### config.mk
export PLATFORM = sky130hd
export DESIGN_NAME = vga_rx_monitor
export DESIGN_NICKNAME = d
export VERILOG_FILES = /design/src/rtl/vga_rx_monitor.sv
export SDC_FILE = /design/constraint.sdc
export NUM_CORES = 1
export LEC_CHECK = 0
export BUFFER_PORTS_ARGS = -buffer_cell sky130_fd_sc_hd__clkbuf_2
export CAP_MARGIN = 20
export CORE_ASPECT_RATIO = 1.75
export CORE_MARGIN = 2
export CORE_UTILIZATION = 40
export CTS_BUF_LIST = sky130_fd_sc_hd__clkbuf_4
export CTS_CLUSTER_DIAMETER = 80
export DETAILED_ROUTE_END_ITERATION = 8
export GPL_TIMING_DRIVEN = 0
export SKIP_CTS_REPAIR_TIMING = 1
export SYNTH_ARGS = -nofsm -noshare
export SYNTH_HDL_FRONTEND = slang
export SYNTH_SLANG_ARGS = --single-unit
### constraint.sdc
create_clock -name i_clk -period 3.05 [get_ports i_clk]
set_clock_uncertainty 0.1 [all_clocks]
set_input_delay 0.4575 -clock i_clk [delete_from_list [all_inputs] [get_ports i_clk]]
set_output_delay 0.4575 -clock i_clk [all_outputs]
set_load 0.01 [all_outputs]
### src/rtl/vga_rx_monitor.sv
// vga_rx_monitor: rebuilds pixel_x/pixel_y from hsync/vsync edges, checks line,
// hsync-width and frame timing, tracks lock and emits per-pixel data.
// Optional frame CRC-16-CCITT is enabled by defining VGA_RX_CRC_EN.
module vga_rx_monitor #(
  parameter int unsigned H_DISPLAY = 640,
  parameter int unsigned H_FP      = 16,
  parameter int unsigned H_SYNC    = 96,
  parameter int unsigned H_TOTAL   = 800,
  parameter int unsigned V_DISPLAY = 480,
  parameter int unsigned V_FP      = 10,
  parameter int unsigned V_TOTAL   = 525,
  parameter bit          SYNC_POL  = 1'b1
) (
  input  logic        i_clk,
  input  logic        i_rst,
  input  logic        i_pix_tick,
  input  logic        i_hsync,
  input  logic        i_vsync,
  input  logic [11:0] i_rgb,
  input  logic        i_err_clr,
  output logic [9:0]  o_pixel_x,
  output logic [9:0]  o_pixel_y,
  output logic        o_pixel_valid,
  output logic [11:0] o_rgb_q,
  output logic        o_locked,
  output logic        o_frame_done,
  output logic [15:0] o_frame_cnt,
  output logic        o_line_err,
  output logic        o_hsw_err,
  output logic        o_frame_err,
  output logic [15:0] o_frame_crc
);
  localparam logic [9:0] HLoad = 10'(H_DISPLAY + H_FP);
  localparam logic [9:0] HLast = 10'(H_TOTAL - 1);
  localparam logic [9:0] HDisp = 10'(H_DISPLAY);
  localparam logic [9:0] HSync = 10'(H_SYNC);
  localparam logic [9:0] VLoad = 10'(V_DISPLAY + V_FP);
  localparam logic [9:0] VLast = 10'(V_TOTAL - 1);
  localparam logic [9:0] VDisp = 10'(V_DISPLAY);

  typedef enum logic [1:0] {StHunt, StAcquire, StLocked} state_e;

  state_e      r_state;
  logic [1:0]  r_good;
  logic        r_err_since;
  logic        r_hs_prev, r_vs_prev, r_h_seen, r_v_seen;
  logic [9:0]  r_hcnt, r_vcnt, r_hs_run;
  logic [11:0] r_rgb;
  logic        r_pv, r_locked, r_fd;
  logic [15:0] r_fcnt;
  logic        r_line_err, r_hsw_err, r_frame_err;

  logic       w_hs, w_vs, w_hs_edge, w_hs_fall, w_vs_edge, w_h_wrap;
  logic [9:0] w_hcnt_free, w_vcnt_free, w_hcnt_d, w_vcnt_d;
  logic       w_checking, w_line_err, w_hsw_err, w_frame_err, w_err;
  logic       w_go_lock, w_locked_nx, w_pv_d, w_fd_d;

  // Sync decode and counter next-state for the current sample
  assign w_hs        = (i_hsync == SYNC_POL);
  assign w_vs        = (i_vsync == SYNC_POL);
  assign w_hs_edge   = w_hs && !r_hs_prev;
  assign w_hs_fall   = !w_hs && r_hs_prev;
  assign w_vs_edge   = w_vs && !r_vs_prev;
  assign w_hcnt_free = (r_hcnt == HLast) ? 10'd0 : r_hcnt + 10'd1;
  assign w_h_wrap    = r_h_seen && !w_hs_edge && (r_hcnt == HLast);
  assign w_vcnt_free = !w_h_wrap ? r_vcnt : ((r_vcnt == VLast) ? 10'd0 : r_vcnt + 10'd1);
  assign w_hcnt_d    = w_hs_edge ? HLoad : (r_h_seen ? w_hcnt_free : r_hcnt);
  assign w_vcnt_d    = w_vs_edge ? VLoad : (r_v_seen ? w_vcnt_free : r_vcnt);

  // Timing checks; line check needs a prior hs_edge so a held-at-0 hcnt is not judged
  assign w_checking  = (r_state != StHunt);
  assign w_line_err  = w_checking && w_hs_edge && r_h_seen && (w_hcnt_free != HLoad);
  assign w_hsw_err   = w_checking && w_hs_fall && (r_hs_run != HSync);
  assign w_frame_err = w_checking && w_vs_edge && (w_vcnt_free != VLoad);
  assign w_err       = w_line_err || w_hsw_err || w_frame_err;

  assign w_go_lock   = (r_state == StAcquire) && w_vs_edge && !w_err && !r_err_since &&
                       (r_good == 2'd1);
  assign w_locked_nx = ((r_state == StLocked) && !w_err) || w_go_lock;
  assign w_pv_d      = w_locked_nx && (w_hcnt_d < HDisp) && (w_vcnt_d < VDisp);
  assign w_fd_d      = w_pv_d && (w_hcnt_d == HDisp - 10'd1) && (w_vcnt_d == VDisp - 10'd1);

  // Per-sample pipeline: sync history, counters, hsync run length, pixel outputs
  always_ff @(posedge i_clk or negedge i_rst) begin
    if (!i_rst) begin
      r_hs_prev <= 1'b0;
      r_vs_prev <= 1'b0;
      r_h_seen  <= 1'b0;
      r_v_seen  <= 1'b0;
      r_hcnt    <= '0;
      r_vcnt    <= '0;
      r_hs_run  <= '0;
      r_rgb     <= '0;
      r_pv      <= 1'b0;
    end else if (i_pix_tick) begin
      r_hs_prev <= w_hs;
      r_vs_prev <= w_vs;
      r_h_seen  <= r_h_seen || w_hs_edge;
      r_v_seen  <= r_v_seen || w_vs_edge;
      r_hcnt    <= w_hcnt_d;
      r_vcnt    <= w_vcnt_d;
      r_rgb     <= i_rgb;
      r_pv      <= w_pv_d;
      if (w_hs) begin
        r_hs_run <= w_hs_edge ? 10'd1 : ((r_hs_run != '1) ? r_hs_run + 10'd1 : r_hs_run);
      end
    end
  end

  // Frame-done pulse (one clk) and frame counter
  always_ff @(posedge i_clk or negedge i_rst) begin
    if (!i_rst) begin
      r_fd   <= 1'b0;
      r_fcnt <= '0;
    end else begin
      r_fd <= i_pix_tick && w_fd_d;
      if (i_pix_tick && w_fd_d) r_fcnt <= r_fcnt + 16'd1;
    end
  end

  // Sticky error flags; a new error beats a simultaneous clear
  always_ff @(posedge i_clk or negedge i_rst) begin
    if (!i_rst) begin
      r_line_err  <= 1'b0;
      r_hsw_err   <= 1'b0;
      r_frame_err <= 1'b0;
    end else begin
      r_line_err  <= (i_pix_tick && w_line_err)  || (r_line_err  && !i_err_clr);
      r_hsw_err   <= (i_pix_tick && w_hsw_err)   || (r_hsw_err   && !i_err_clr);
      r_frame_err <= (i_pix_tick && w_frame_err) || (r_frame_err && !i_err_clr);
    end
  end

  // Lock FSM: good counts clean vs_edges; an error mid-frame spoils the next vs_edge
  always_ff @(posedge i_clk or negedge i_rst) begin
    if (!i_rst) begin
      r_state     <= StHunt;
      r_good      <= '0;
      r_err_since <= 1'b0;
      r_locked    <= 1'b0;
    end else if (i_pix_tick) begin
      r_locked <= w_locked_nx;
      unique case (r_state)
        StHunt: begin
          if (w_vs_edge) begin
            r_state     <= StAcquire;
            r_good      <= '0;
            r_err_since <= 1'b0;
          end
        end
        StAcquire: begin
          if (w_vs_edge) begin
            r_err_since <= 1'b0;
            if (w_err || r_err_since) begin
              r_good <= '0;
            end else if (r_good == 2'd1) begin
              r_state <= StLocked;
              r_good  <= 2'd2;
            end else begin
              r_good <= r_good + 2'd1;
            end
          end else if (w_err) begin
            r_good      <= '0;
            r_err_since <= 1'b1;
          end
        end
        StLocked: begin
          if (w_err) begin
            r_state     <= StAcquire;
            r_good      <= '0;
            r_err_since <= !w_vs_edge;
          end
        end
        default: r_state <= StHunt;
      endcase
    end
  end

  assign o_pixel_x     = r_hcnt;
  assign o_pixel_y     = r_vcnt;
  assign o_pixel_valid = r_pv;
  assign o_rgb_q       = r_rgb;
  assign o_locked      = r_locked;
  assign o_frame_done  = r_fd;
  assign o_frame_cnt   = r_fcnt;
  assign o_line_err    = r_line_err;
  assign o_hsw_err     = r_hsw_err;
  assign o_frame_err   = r_frame_err;

`ifdef VGA_RX_CRC_EN
  logic [15:0] r_crc, r_frame_crc, w_crc_nx;
  logic        w_lock_loss;

  // CRC-16-CCITT over one 12-bit pixel, MSB first
  function automatic logic [15:0] crc_px(input logic [15:0] c, input logic [11:0] d);
    logic [15:0] t;
    t = c;
    for (int i = 11; i >= 0; i--) begin
      t = (t[15] ^ d[i]) ? ((t << 1) ^ 16'h1021) : (t << 1);
    end
    return t;
  endfunction

  assign w_crc_nx    = crc_px(r_crc, i_rgb);
  assign w_lock_loss = (r_state == StLocked) && w_err;

  // Accumulate over valid pixels, restart per frame, latch at frame end
  always_ff @(posedge i_clk or negedge i_rst) begin
    if (!i_rst) begin
      r_crc       <= 16'hFFFF;
      r_frame_crc <= '0;
    end else if (i_pix_tick) begin
      if (w_vs_edge || w_lock_loss) begin
        r_crc <= 16'hFFFF;
      end else if (w_pv_d) begin
        r_crc <= w_crc_nx;
        if (w_fd_d) r_frame_crc <= w_crc_nx;
      end
    end
  end

  assign o_frame_crc = r_frame_crc;
`else
  assign o_frame_crc = '0;
`endif

endmodule

; ---- After elaboration in Yosys (flattened, before gate mapping)
; Index checks and enable logic that the tools add are counted.
[word_totals]
latch_bits = 0
rom_bits = 0
reg_bits = 73
mem_count = 0
inputBits = 18
ram_bits = 0
[op_classes]
n_eq_ne = 17
muxes = 26
n_reduce_logical = 53
bitwise_logic = 0
n_div = 0
shifts = 0
mul = 0
n_lt_le_gt_ge = 2
addsub = 5
[op_table]
columns = operator, count
row1 = 10-bit two-way mux, 9
row2 = 10-bit by 1-bit adder with 10-bit output (second input constant), 3
row3 = 10-bit equality test (second input constant), 3
row4 = 1-bit logical AND, 28
row5 = 2-bit two-way mux, 10
row6 = 10-bit != test (second input constant), 2
row7 = 16-bit by 1-bit adder with 16-bit output (second input constant), 1
row8 = 2-bit case mux with 3 select lines, 2
row9 = 10-bit by 9-bit equality test with 1-bit output (second input constant), 1
row10 = 10-bit less-than comparator (second input constant), 1
row11 = 10-bit by 9-bit less-than comparator with 1-bit output (second input constant), 1
row12 = 10-bit by 7-bit != test with 1-bit output (second input constant), 1
row13 = 10-bit by 9-bit != test with 1-bit output (second input constant), 1
row14 = 1-bit logical OR, 9
row15 = 1-bit logical NOT, 8
row16 = 2-bit != test (second input constant), 4
row17 = 3-bit AND reduction, 2
row18 = 6-bit AND reduction, 1
row19 = 5-bit AND reduction, 1
row20 = 2-bit by 1-bit equality test with 1-bit output (second input constant), 2
row21 = 1-bit two-way mux, 4
row22 = 2-bit nonzero test, 2
row23 = 3-bit != test (second input constant), 1
row24 = 1-bit case mux with 3 select lines, 1
row25 = other kinds (5), 5

; ---- Longest topological paths before layout
[logic_depth]
word_depth = 19
ltp_mapped = 12

; ---- Least setup slack after synthesis
; No wires, ideal clock.
[synth_timing]
kind = reg2reg
startpoint = register r_hcnt[1], in the netlist o_pixel_x[1]
endpoint = register r_state[0]
synth_period_minus_slack_ps = 3235
n_path_buf = 1
path_stages_with_launch = 12
required_ps = 2871
slack_ps = -185
arrival_ps = 3056
cell_sequence = dfrtp_1 > ha_1 > and4_1 > buf_6 > nand2_4 > or4b_2 > o221ai_1 > nor3_2 > a41oi_2 > mux2_2 > a21oi_1 > a2bb2oi_1
[synth_via]
elab_chain_cells = 9
[synth_rtl]
columns = item, line
row1 = from (decl), 47  ; logic [9:0] r_hcnt, r_vcnt, r_hs_run;
row2 = from (signal assigned), 100  ; r_hcnt <= w_hcnt_d;
row3 = 10-bit by 1-bit adder with 10-bit output / 10-bit equality test (equally long branches), "64, 65"
row4 = 10-bit two-way mux / 1-bit logical AND (equally long branches), "64, 65"
row5 = 10-bit != test / 10-bit two-way mux (equally long branches), "72, 66"
row6 = 1-bit logical AND / 10-bit by 9-bit != test with 1-bit output (equally long branches), "72, 74"
row7 = 1-bit logical OR / 1-bit logical AND (equally long branches), "75, 74"
row8 = 1-bit logical OR (*), 75  ; assign w_err = w_line_err || w_hsw_err || w_frame_err;
row9 = 1-bit logical OR, 154  ; if (w_err || r_err_since) begin
row10 = 2-bit != test (no source line), -
row11 = 6-bit AND reduction (no source line) (*), -
row12 = to (signal assigned), 157  ; r_state <= StLocked;
row13 = to (signal assigned), 169  ; r_state <= StAcquire;
row14 = to (signal assigned), 174  ; default: r_state <= StHunt;
row15 = to (decl), 43  ; state_e r_state;
; Every way passes the cells marked *; elsewhere a longest branch is shown, timed or not.
; A chain may end at the register's enable or synchronous reset.

; ---- Final worst setup path
[layout_timing]
startpoint = register r_hcnt[0], in the netlist o_pixel_x[0]
endpoint = register r_fcnt[9], in the netlist o_frame_cnt[9]
[layout_via]
elab_chain_cells = 16
[layout_rtl]
columns = item, line
row1 = branches (longest 14 deep; another with 10-bit by 1-bit adder with 10-bit output), -
row2 = 1-bit logical AND (*), 81  ; assign w_fd_d = w_pv_d && (w_hcnt_d == HDisp - 10'd1) && (w_vcnt_d == VDisp - 10'd1);
row3 = 1-bit logical AND (*), 117  ; if (i_pix_tick && w_fd_d) r_fcnt <= r_fcnt + 16'd1;
row4 = to (signal assigned), 117
row5 = to (decl), 50  ; logic [15:0] r_fcnt;
; Mark *: on every way between the ends.

==> metrics.md <==
| Metric | Value |
|---|---|
| Initial antenna violation count | 1 |
| CP endpoint kind | register |
| Hold Vio Cnt, Final | 0 |
| Post-synthesis cell type count | 72 |
| Critical Path Max Stage Delay | 0.49 ns |
| Flop-to-flop setup slack | -0.25 ns |
| Placer Congestion | 0.893 |
| Minimum clock period | 3.30 ns |
| Drt pass-1 iters | 5 |
| Die width | 86.6 µm |
| Worst-Margin Slew | 0.907 ns |
| WL final | 14500 µm |
| Number of enable flip-flop cells after synthesis | 0 |
| Routed vias | 4575 |
| Top post-synthesis cells by count | dfrtp_1, nand2_1, nor2_1, nand3_1, xor2_1 |
| Post-placement cell area | 5410 µm² |
| Root buf cell | clkbuf_4 |
| Row Count | 52 |
| CP top delay family | compound AO/OA/AOI/OAI gates |
| Core ar. | 11600 µm² |
| Final HPWL DP | 10300 µm |
| Final antenna-violating net count | 0 |
| Worst Path Required | 3.30 ns |
| Die height | 149 µm |
| Pre-CTS setup slack | -0.637 ns |
| Ports | 88 |
| Final worst slack | -0.248 ns |
| Buffers on Ports | 70 |
| Total gr overflow | 0 |
| Drt wl/cell | 18.1 µm |
| Primary FF master, synth | dfrtp_1 |
| Pin count of the biggest net entering global routing | 45 |
| Iteration-0 DRC Markers | 295 |
| Clock Path Buffers | 2 |
| Max Cap Viol | 0 |
| VDD IR max | 0.296 mV |
| Clock Sinks | 73 |
| Area delta synth->final | 32.1% |
| Synthesis-stage register bit count | 73 |
| Leakage | 2.98 nW |
| Status | finished, violations left |
| Final instance area | 6310 µm² |
| Crit path buf inv count | 2 |
| Slowest CP cell | or4bb_1 |
| CTS tree | built |
| DR vias/cell | 5.70 |
| Violated checks | negative setup slack |
| CTS H-Tree Depth | 3 |
| GRT Total Usage | 22.0% |
| Crit Path Max Fanout | 8 |
| Critical path class | register to register |
| Most common cell in the netlist | dfrtp_1 |
| Slew Limit Fails | 0 |
| Yosys warning total | 0 |
| Sequential fraction of the synthesis area | 38.2% |
| Post-Syn Area per Cell | 9.08 µm² |
| Hold WC Path Type | input port to register |
| CTS buffer count | 9 |
| Inst Count DP | 747 |
| Fmax | 303 MHz |
| Starting Density | 41.2% |
| First-pass GRT wire length | 22100 µm |
| Worst-Skew Late Latency | 0.44 ns |
| Synth Cell Area | 4780 µm² |
| Critical Path Start Type | register |
| Largest area contributor in the netlist | dfrtp_1 |
| Slew headroom | 39.0% |
| Pwr dens | 422 nW/µm² |
| Cell Chain, Critical Path | ha_4 > or4bb_1 > o31ai_2 > o21ai_1 > nor2_2 > inv_1 > a211o_4 > buf_4 > nor4b_4 > xor2_1 |
| Main area contributors after synthesis | dfrtp_1, xor2_1, nand2_1 |
| Post-synth top area share | 38.2% |
| Residual DRC count | 0 |
| Final nets | 693 |
| Worst-path clk slew | 0.13 ns |
| Cells after Synth | 526 |
| Final Setup Violations | 19 |
| Non-Filler Instances | 803 |
| Synth async-reset ratio | 100% |
| Vias in the first global route | 4511 |
| Share of layout cells above drive strength 1 | 37.6% |
| WP data arrival | 3.55 ns |
| Period utilisation layout | 108% |
| RSZ-0062 raised after global routing | yes |
| Die area | 12900 µm² |
| Power, Total | 0.00266 W |
==> power breakdown <==
part | switching [W] | internal, W
combinational | 0.000554 | 0.000460
sequential | 0.0000910 | 0.00106
clock | 0.000347 | 0.000150
total | 0.000992 | 0.00167
==> per-stage QoR <==
step	util [%]	setup TNS [ns]	hold slack, ns
final	54.5	-2.67	0.152
after global placement	46.4	-8.78	0.361
after floorplan	-	0	0.0619
after CTS	47.5	-10.68	-0.130
after detailed placement	46.7	-10.68	0.360
after global routing	54.5	-5.31	0.112
==> kinds of logic (layout without fill, tap and decap cells) <==
logic type	after synthesis	count (layout)	synth area share [%]
mux	18	18	4.19
other cells	1	17	0.0785
buf+inv	70	196	7.73
simple gates	221	221	25.8
fa+ha+maj	11	11	2.88
xor+xnor	30	30	5.50
flops	73	73	38.2
compound gates	102	102	15.6
==> layout make-up <==
cell class | instances | area, µm²
inverters | 22 | 82.6
well taps | 135 | 169
clock buffers | 9 | 67.6
fillers | 1100 | 5270
plain buffers | 45 | 304
diodes | 1 | 2.50
multi-input cells | 398 | 3060
flip-flops and latches | 73 | 1840
repair buffers | 115 | 759
clock inverters | 5 | 25.0
==> final timing paths <==
check,depth (start not counted),startpoint,endpoint
worst max-delay path,10,o_pixel_x[0],o_frame_cnt[9]
worst min-delay path,2,i_rgb[4],o_rgb_q[4]
worst max register to register,10,o_pixel_x[0],o_frame_cnt[9]
worst min register to register,1,o_frame_cnt[15],o_frame_cnt[15]
max in group asynchronous,3,i_rst,o_pixel_y[0]
min in group asynchronous,2,i_rst,o_frame_cnt[0]
==> registers in the layout, summed over array words and instances, names as in the netlist <==
| signal | flops |
|---|---|
| r_err_since | 1 |
| o_pixel_valid | 1 |
| r_good | 2 |
| o_frame_cnt | 16 |
| o_frame_done | 1 |
| o_rgb_q | 12 |
| r_v_seen | 1 |
| o_locked | 1 |
| r_h_seen | 1 |
| o_line_err | 1 |
| o_hsw_err | 1 |
| o_pixel_x | 10 |
| r_vs_prev | 1 |
| o_frame_err | 1 |
| o_pixel_y | 10 |
| r_state | 2 |
| r_hs_run | 10 |
| r_hs_prev | 1 |
==> layer usage <==
metal | vias to the layer above | part of all wire, % | global-route usage (%)
met5 | - | 0 | 0
met4 | 0 | 3.6 | 10.9
met3 | 33 | 4.2 | 4.77
met2 | 141 | 55 | 39.5
met1 | 2250 | 37 | 23.7
li1 | 2151 | - | -
==> layout by cell type (no fill, tap or decap), types with 5 or more instances in the layout <==
master,instances
a21oi_1,11
buf_4,55
nor4_2,8
nor3_4,6
o21ai_0,21
ha_1,10
nor4_4,8
buf_2,7
conb_1,16
dfrtp_2,8
nor3b_1,5
clkbuf_1,12
buf_6,7
nand2_1,52
a21o_1,5
a31oi_1,5
nor2_1,34
clkbuf_2,70
inv_1,21
nand4_1,12
nor3_1,9
clkbuf_4,11
mux2_2,14
nand3_1,26
xor2_1,26
o31ai_1,6
and3_1,11
nand2b_1,5
dfrtp_1,65
Note: power is estimated with default switching activity, not from simulation.
